File: config.mk
export PLATFORM = sky130hd
export DESIGN_NAME = fp_mul_pipe
export DESIGN_NICKNAME = d
export VERILOG_FILES = /design/src/rtl/fp_pkg.sv /design/src/rtl/fp_mul_norm_round.sv /design/src/rtl/fp_mul_pipe.sv
export SDC_FILE = /design/constraint.sdc
export NUM_CORES = 2
export LEC_CHECK = 0
export CELL_PAD_IN_SITES_DETAIL_PLACEMENT = 0
export CELL_PAD_IN_SITES_GLOBAL_PLACEMENT = 1
export CORE_ASPECT_RATIO = 1.4
export CORE_UTILIZATION = 54
export DETAILED_ROUTE_END_ITERATION = 7
export PLACE_DENSITY = 0.89
export SYNTH_ARGS = -nofsm -noshare
export SYNTH_HDL_FRONTEND = slang
export SYNTH_SLANG_ARGS = --single-unit
export TNS_END_PERCENT = 1
File: constraint.sdc
create_clock -name clk -period 18.4 [get_ports clk]
set_input_delay 2.76 -clock clk [delete_from_list [all_inputs] [get_ports clk]]
set_output_delay 2.76 -clock clk [all_outputs]
set_load 0.02 [all_outputs]
File: src/rtl/fp_pkg.sv
// fp_pkg: shared types and constants for the fp32 multiplier datapath.
//   fp32_t       : packed binary32 view {sign, exp, frac}
//   sp_t         : special-case code produced by the classify stage
//   FLG_*        : bit positions inside the 4-bit flag vector {inv, ovf, unf, zero}
//   classify()   : operand-pair special-case detection, subnormals flushed to zero
package fp_pkg;

   typedef struct packed {
      logic        sign;
      logic [7:0]  exp;
      logic [22:0] frac;
   } fp32_t;

   localparam int          FP32_BIAS    = 127;
   localparam logic [7:0]  FP32_EXP_MAX = 8'hFF;
   localparam logic [31:0] FP32_QNAN    = 32'h7FC0_0000;

   localparam int FLG_INV  = 3;
   localparam int FLG_OVF  = 2;
   localparam int FLG_UNF  = 1;
   localparam int FLG_ZERO = 0;

   typedef enum logic [1:0] {
      SP_NONE = 2'd0,   // both operands normal: use the mantissa product
      SP_ZERO = 2'd1,   // signed zero result
      SP_INF  = 2'd2,   // signed infinity result
      SP_NAN  = 2'd3    // canonical quiet NaN, invalid
   } sp_t;

   // Priority: subnormals count as zero, then NaN / inf*0, then inf, then zero.
   function automatic sp_t classify(input fp32_t x, input fp32_t y);
      logic zx, zy, ix, iy, nx, ny;
      zx = (x.exp == 8'h00);
      zy = (y.exp == 8'h00);
      ix = (x.exp == FP32_EXP_MAX) && (x.frac == 23'd0);
      iy = (y.exp == FP32_EXP_MAX) && (y.frac == 23'd0);
      nx = (x.exp == FP32_EXP_MAX) && (x.frac != 23'd0);
      ny = (y.exp == FP32_EXP_MAX) && (y.frac != 23'd0);
      if (nx | ny)                      return SP_NAN;
      else if ((ix & zy) | (zx & iy))   return SP_NAN;
      else if (ix | iy)                 return SP_INF;
      else if (zx | zy)                 return SP_ZERO;
      else                              return SP_NONE;
   endfunction

endpackage

File: src/rtl/fp_mul_norm_round.sv
// fp_mul_norm_round: combinational normalise / round / pack stage.
//   Build option: FP_MUL_RNE_EN defined selects round-to-nearest-even,
//   otherwise the fraction is truncated (round toward zero).
// Ports:
//   p       in   48  raw 24x24 mantissa product
//   exp_in  in   10  signed biased exponent sum ea+eb-bias
//   sign    in   1   result sign sa^sb
//   sp      in   2   special-case code from the classify stage
//   res     out  32  packed fp32 result
//   flags   out  4   {inv, ovf, unf, zero}
module fp_mul_norm_round
   import fp_pkg::*;
(
   input  logic [47:0]       p,
   input  logic signed [9:0] exp_in,
   input  logic              sign,
   input  sp_t               sp,
   output logic [31:0]       res,
   output logic [3:0]        flags
);

   logic [22:0]       frac;
   logic              guard;
   logic              sticky;
   logic signed [9:0] e;

   always_comb begin
      frac   = '0;
      guard  = 1'b0;
      sticky = 1'b0;
      e      = exp_in;
      res    = '0;
      flags  = '0;

      // Product of two [1,2) mantissas lies in [1,4); bit 47 means >= 2.
      if (p[47]) begin
         frac   = p[46:24];
         guard  = p[23];
         sticky = |p[22:0];
         e      = exp_in + 10'sd1;
      end else begin
         frac   = p[45:23];
         guard  = p[22];
         sticky = |p[21:0];
      end

`ifdef FP_MUL_RNE_EN
      if (guard & (sticky | frac[0])) begin
         // All-ones fraction rolls over to zero and bumps the exponent.
         if (frac == 23'h7F_FFFF) begin
            frac = '0;
            e    = e + 10'sd1;
         end else begin
            frac = frac + 23'd1;
         end
      end
`endif

      case (sp)
         SP_NAN: begin
            res            = FP32_QNAN;
            flags[FLG_INV] = 1'b1;
         end
         SP_INF: begin
            res = {sign, FP32_EXP_MAX, 23'd0};
         end
         SP_ZERO: begin
            res             = {sign, 31'd0};
            flags[FLG_ZERO] = 1'b1;
         end
         default: begin
            if (e >= 10'sd255) begin
               res            = {sign, FP32_EXP_MAX, 23'd0};
               flags[FLG_OVF] = 1'b1;
            end else if (e <= 10'sd0) begin
               res             = {sign, 31'd0};
               flags[FLG_UNF]  = 1'b1;
               flags[FLG_ZERO] = 1'b1;
            end else begin
               res = {sign, e[7:0], frac};
            end
         end
      endcase
   end

`ifndef FP_MUL_RNE_EN
   // Truncation ignores the rounding bits.
   logic unused_rnd;
   assign unused_rnd = guard | sticky;
`endif

endmodule

File: src/rtl/fp_mul_pipe.sv
// fp_mul_pipe: 3-stage pipelined IEEE-754 binary32 multiplier with sideband tag.
//   S1 unpack/classify, S2 mantissa multiply + exponent sum, S3 normalise/round/pack.
//   Build option: FP_MUL_RNE_EN (round-to-nearest-even; default truncation).
// Ports:
//   clk        in   1      clock, rising edge
//   rst        in   1      asynchronous, active-low reset
//   in_valid   in   1      a/b/in_tag valid
//   in_ready   out  1      operand pair accepted this cycle when in_valid
//   a, b       in   32     fp32 operands
//   in_tag     in   TAG_W  sideband travelling with the pair
//   out_valid  out  1      prod/out_tag/out_flags valid
//   out_ready  in   1      downstream accepts the result
//   prod       out  32     fp32 product
//   out_tag    out  TAG_W  tag of the producing pair
//   out_flags  out  4      {inv, ovf, unf, zero}
module fp_mul_pipe
   import fp_pkg::*;
#(
   parameter int TAG_W = 4
) (
   input  logic             clk,
   input  logic             rst,
   input  logic             in_valid,
   output logic             in_ready,
   input  logic [31:0]      a,
   input  logic [31:0]      b,
   input  logic [TAG_W-1:0] in_tag,
   output logic             out_valid,
   input  logic             out_ready,
   output logic [31:0]      prod,
   output logic [TAG_W-1:0] out_tag,
   output logic [3:0]       out_flags
);

   // Handshake: a pair transfers in when in_valid & in_ready; a result
   // transfers out when out_valid & out_ready. A held result (out_valid &
   // ~out_ready) freezes every stage, so in_ready drops combinationally and
   // all outputs stay stable until downstream takes the result.
   logic stall;
   logic adv;

   assign stall    = out_valid & ~out_ready;
   assign adv      = ~stall;
   assign in_ready = ~stall;

   fp32_t fa, fb;
   assign fa = fp32_t'(a);
   assign fb = fp32_t'(b);

   // S1 registers
   logic             s1_valid;
   logic             s1_sign;
   logic [7:0]       s1_ea, s1_eb;
   logic [23:0]      s1_ma, s1_mb;
   sp_t              s1_sp;
   logic [TAG_W-1:0] s1_tag;

   // S2 registers
   logic              s2_valid;
   logic              s2_sign;
   logic [47:0]       s2_p;
   logic signed [9:0] s2_exp;
   sp_t               s2_sp;
   logic [TAG_W-1:0]  s2_tag;

   // S3 combinational result
   logic [31:0] s3_res;
   logic [3:0]  s3_flags;

   always_ff @(posedge clk or negedge rst) begin
      if (!rst) begin
         s1_valid <= 1'b0;
         s1_sign  <= 1'b0;
         s1_ea    <= '0;
         s1_eb    <= '0;
         s1_ma    <= '0;
         s1_mb    <= '0;
         s1_sp    <= SP_NONE;
         s1_tag   <= '0;
      end else if (adv) begin
         s1_valid <= in_valid;
         if (in_valid) begin
            s1_sign <= fa.sign ^ fb.sign;
            s1_ea   <= fa.exp;
            s1_eb   <= fb.exp;
            s1_ma   <= {1'b1, fa.frac};
            s1_mb   <= {1'b1, fb.frac};
            s1_sp   <= classify(fa, fb);
            s1_tag  <= in_tag;
         end
      end
   end

   always_ff @(posedge clk or negedge rst) begin
      if (!rst) begin
         s2_valid <= 1'b0;
         s2_sign  <= 1'b0;
         s2_p     <= '0;
         s2_exp   <= '0;
         s2_sp    <= SP_NONE;
         s2_tag   <= '0;
      end else if (adv) begin
         s2_valid <= s1_valid;
         if (s1_valid) begin
            s2_sign <= s1_sign;
            s2_p    <= 48'(s1_ma) * 48'(s1_mb);
            // Range -125..381 fits a 10-bit signed value.
            s2_exp  <= $signed({2'b00, s1_ea}) + $signed({2'b00, s1_eb})
                       - $signed(10'(FP32_BIAS));
            s2_sp   <= s1_sp;
            s2_tag  <= s1_tag;
         end
      end
   end

   fp_mul_norm_round u_norm (
      .p      (s2_p),
      .exp_in (s2_exp),
      .sign   (s2_sign),
      .sp     (s2_sp),
      .res    (s3_res),
      .flags  (s3_flags)
   );

   always_ff @(posedge clk or negedge rst) begin
      if (!rst) begin
         out_valid <= 1'b0;
         prod      <= '0;
         out_tag   <= '0;
         out_flags <= '0;
      end else if (adv) begin
         out_valid <= s2_valid;
         if (s2_valid) begin
            prod      <= s3_res;
            out_tag   <= s2_tag;
            out_flags <= s3_flags;
         end
      end
   end

endmodule
# Yosys cells after proc, flatten, opt, wreduce, memory -nomap -nowiden
# Cells that the tools add are included.
# totals
out_inout_bits,42
reg_bits,179
elab_cells,69
# op_classes
n_mul,1
magnitude_cmp,2
n_eq_ne,5
n_mux,15
bitwise_logic,10
n_reduce_logical,15
n_addsub,3
# op_table
cell,count
32-bit one-hot mux with 3 select lines,1
31-bit 2-to-1 mux,2
24-bit by 24-bit multiplier with 48-bit output,1
23-bit logical NOT,2
23-bit nonzero test,2
23-bit 2-to-1 mux,1
"8-bit == test, second input constant",2
8-bit logical NOT,2
2-bit 2-to-1 mux,6
"10-bit by 2-bit adder with 10-bit output, second input constant",1
"10-bit by 9-bit >= comparator with 1-bit output, second input constant",1
"10-bit by 1-bit less-or-equal comparator with 1-bit output, second input constant",1
10-bit 2-to-1 mux,1
"9-bit by 7-bit subtractor with 10-bit output, second input constant",1
8-bit by 8-bit adder with 9-bit output,1
2-bit AND reduction,3
"2-bit == test, second input constant",2
1-bit logical AND,4
1-bit bitwise OR,4
1-bit bitwise AND,3
1-bit 2-to-1 mux,3
3-bit OR reduction,1
"2-bit by 1-bit == test with 1-bit output, second input constant",1
1-bit inverter,2
other kinds (3),3

# Longest topological paths before layout
# depth
word_depth,6
depth_mapped,26
ltp_nobuf,25

# Modules after synthesis
# A second synthesis with hierarchy kept.
# unflattened
hier_cells,2853
area_unflattened_um2,27014.7
# by_module_without_submodules
module,seq_area_each_um2,cells_per_inst,instances,area_per_inst_um2
fp_mul_pipe,4454.3,2730,1,26136.3
fp_mul_norm_round,0.0,123,1,878.3

# Worst setup path before layout
# Ideal clock, no wire load.
# synth_timing
kind,register to register
startpoint,register s1_ma[23]
endpoint,register s2_p[44]
synth_period_minus_slack_ns,6.575
path_stages_with_launch,25
setup_slack_ns,11.825
required_ns,18.269
arrival_time_ns,6.443
path_cell_list,dfrtp_1 > clkbuf_1 > clkbuf_1 > and2_1 > fa_1 > fa_1 > inv_1 > fa_1 > fa_1 > inv_1 > fa_1 > fa_1 > inv_1 > fa_1 > inv_1 > ha_1 > a21oi_1 > nand2_1 > a41o_1 > a41o_1 > o21a_1 > a22o_2 > o41ai_4 > xor2_1 > o21ai_1
# synth_via
elab_chain_len,1
# synth_rtl
element,line_no,text
"start, declared",fp_mul_pipe.sv:54,"logic [23:0] s1_ma, s1_mb;"
"start signal, assigned",fp_mul_pipe.sv:86,"s1_ma <= {1'b1, fa.frac};"
24-bit by 24-bit multiplier with 48-bit output,fp_mul_pipe.sv:106,s2_p <= 48'(s1_ma) * 48'(s1_mb);
"end signal, assigned",fp_mul_pipe.sv:106,
"end, declared",fp_mul_pipe.sv:61,logic [47:0] s2_p;
# No other way between the ends.
# A chain may end at the register's enable or synchronous reset.

# Final worst setup path
# layout_timing
startpoint,register s1_mb[3]
endpoint,register s2_p[34]
# layout_via
elab_chain_len,1
# layout_rtl
element,line_no,text
"start, declared",fp_mul_pipe.sv:54,
"start signal, assigned",fp_mul_pipe.sv:87,"s1_mb <= {1'b1, fb.frac};"
24-bit by 24-bit multiplier with 48-bit output,fp_mul_pipe.sv:106,
# No other way between the ends.

==> metrics.md <==
| Metric | Value |
|---|---|
| Least-Margin Pin Slew | 1.12 ns |
| Num rows | 93 |
| Num ports | 114 |
| Routed Antenna Nets | 0 |
| Drt drc | 0 |
| Routed len/inst | 20.6 um |
| Initial antenna violation count | 0 |
| Layout area overhead | 8.93% |
| Longest Clk Path Bufs | 2 |
| Synthesized Nets | 3392 |
| H-tree depth | 4 |
| Slowest cell on crit path | dfrtp_1 |
| GPL Wtd Cong | 0.924 |
| Most frequent CP cell | fa_1 |
| # port buffers | 113 |
| Outcome | completed |
| Slew Viols, Final | 0 |
| Worst EP required | 18.71 ns |
| RSZ-0062 raised after global routing | no |
| Placed instance area | 0.0267 mm2 |
| CTS root buffer | clkbuf_16 |
| Worst Setup SP | s1_mb[3] |
| Hold Violations, Final | 0 |
| Clock slew at reported path FFs | 0.07 ns |
| Post-synth EDFFs | 0 |
| Synth area leaders | fa_1, dfrtp_1, ha_1 |
| Fmax | 122 MHz |
| Die W | 184 um |
| Post-Syn Area per Cell | 9.45 um2 |
| CTS Buf Count | 17 |
| Clock skew | 0.0107 ns |
| Arr. time, crit path | 8.52 ns |
| Grt ovf | 0 |
| Crit Path Category | flop to flop |
| Post-CTS Setup Bufs | 0 |
| CTS hold repair buffers | 0 |
| Share of post-route cells with drive strength above 1 | 5.93% |
| Final wirelength | 68100 um |
| Hold Crit Class | flop to flop |
| Worst hold start | s1_tag[1] |
| Shortest period the worst path allows | 8.21 ns |
| Placed insts | 3284 |
| CTS tree | done |
| Post-Synthesis Cells | 2652 |
| Hpwl dp | 53500 um |
| Yosys warns | 0 |
| Largest net degree at the start of global routing | 98 |
| Crit path launch type | flop |
| Crit-path leading delay family | adder cells |
| CP bufs+invs | 5 |
| Post-Syn Area | 0.0251 mm2 |
| Critical-path cell list | nand2_1, fa_1, inv_1, fa_1, inv_1, fa_1, fa_1, inv_1, fa_1, fa_1, inv_1, fa_1, inv_1, ha_1, a21oi_1, nand2_1, a211oi_1, nand3_1, nand4_1, nand2_1, a311oi_1, xor2_1, o21ai_0 |
| CP endpoint kind | flop |
| Final critical-path share of the clock period | 44.6% |
| Synth area leader | fa_1 |
| Vias in the first global route | 20.9k |
| Vias/cell | 5.52 |
| Via count | 18.3k |
| Starting Density | 54.5% |
| Core area | 0.0460 mm2 |
| DR iter-0 viols | 947 |
| Commonest cells after routing, fill and taps aside | inv_1, fa_1, nand2_1, and2_1, ha_1 |
| Finished Layout Cells | 3315 |
| MaxCap Viol Count | 0 |
| Yosys top cell area share | 38.5% |
| Async SR Flop Fraction | 100% |
| Seq/Total Area, Yosys | 15.5% |
| Post-synthesis cell type count | 66 |
| Worst r2r src | s1_mb[3] |
| Resized cells post-CTS | 0 |
| Crit Path Max Fanout | 25 |
| Number of inserted diodes | 0 |
| Clock sinks | 155 |
| First-pass GRT wire length | 112000 um |
| Total GRT Usage | 31.2% |
| Later-pin clock latency in the skew report | 0.45 ns |
| Synthesized flop and latch total | 155 |
| Final setup vio count | 0 |
| Most common cell after layout, fill and taps aside | inv_1 |
| Rel. slew slack | 25.2% |
| Layout fillers | 3938 |
| Drt pass-1 iters | 5 |
| Fin nets | 3426 |
| Final instance area | 0.0273 mm2 |
| Setup TNS | 0 ns |
| Top_reg_cell synth | dfrtp_1 |
| CP max stage delay | 1.06 ns |
| Die ar. | 0.0473 mm2 |
| Vert. Die Dim | 257 um |
synthesized netlist by cell type, types with 8 or more instances:
master    count
a21oi_1      43
nand3_1      12
inv_1       562
and2_1      280
fa_1        482
o21ai_1      11
dfrtp_1     155
mux2i_1      23
o31ai_1       8
o21ai_2      10
nor3_1        9
nor2_1       27
xor2_1       14
clkbuf_1    120
a21o_1       15
mux2_2       72
xnor2_1      20
a31oi_1       8
ha_1        186
nor4_1       14
nand4_1      18
nand2_1     419
o21ai_0      52
worst paths after layout:
kind / endpoint / slack [ns] / depth (start not counted)
max: s2_p[34] / 10.19 / 23
min: s2_tag[1] / 0.48 / 2
max reg2reg: s2_p[34] / 10.19 / 23
min reg2reg: s2_tag[1] / 0.48 / 2
max in group asynchronous: s2_exp[3] / 14.60 / 2
min in group asynchronous: s2_p[46] / 2.41 / 1
cell families after synthesis:
family | after synthesis | share of synthesized area, %
buffers and inverters | 694 | 10.5
muxes | 95 | 4.15
and+or+nand+nor | 808 | 15.8
adders and majority gates | 668 | 47.8
AOI/OAI and AO/OA | 197 | 5.10
DFF | 155 | 15.5
xor gates and xnor gates | 35 | 1.25
state kept, by name (all words and copies together) (netlist names), 4 cells and up:
register,flops
prod,32
s2_p,25
s1_ma,24
s1_mb,23
s2_exp,10
s1_ea,8
s1_eb,8
out_flags,4
out_tag,4
s1_tag,4
s2_tag,4
metal layers:
| metal | wire length (um) | GRT usage (%) | vias up |
|---|---|---|---|
| met3 | 3070 | 3.62 | 259 |
| li1 | - | - | 8070 |
| met5 | 0 | 0 | - |
| met4 | 5020 | 20.2 | 0 |
| met1 | 23700 | 33.8 | 9377 |
| met2 | 36300 | 56.9 | 594 |
area by class of cell:
| type | count | area (um2) | share of cell area [%] |
|---|---|---|---|
| Multi-Input combinational cell | 1803 | 18600 | 68.0 |
| Sequential cell | 155 | 3880 | 14.2 |
| Inverter | 562 | 2110 | 7.72 |
| Timing Repair Buffer | 147 | 1390 | 5.08 |
| Tap cell | 617 | 772 | 2.83 |
| Clock buffer | 18 | 439 | 1.61 |
| Clock inverter | 13 | 156 | 0.573 |
worst register-to-register path: cells and delay by family, from the launching register on:
kind                       cells  cell delay [ns]
and+or+nand+nor                5             1.11
buffers and inverters          5             0.25
xor gates and xnor gates       1             0.22
DFF                            1             1.06
AOI/OAI and AO/OA              4             1.45
adders and majority gates      8             3.97
metrics by stage:
stage / hold slack (ns) / util, % / setup slack [ns]
floorplan: 0.433 / - / 11.83
global placement: 0.449 / 58.1 / 10.41
detailed placement: 0.465 / 58.1 / 10.28
CTS: 0.483 / 59.4 / 10.27
global route: 0.500 / 59.4 / 9.73
finish: 0.478 / 59.4 / 10.19
Power is left out: the tool's default activity adds up to more than one toggle a clock period on the data nets, which glitch-free logic cannot reach.
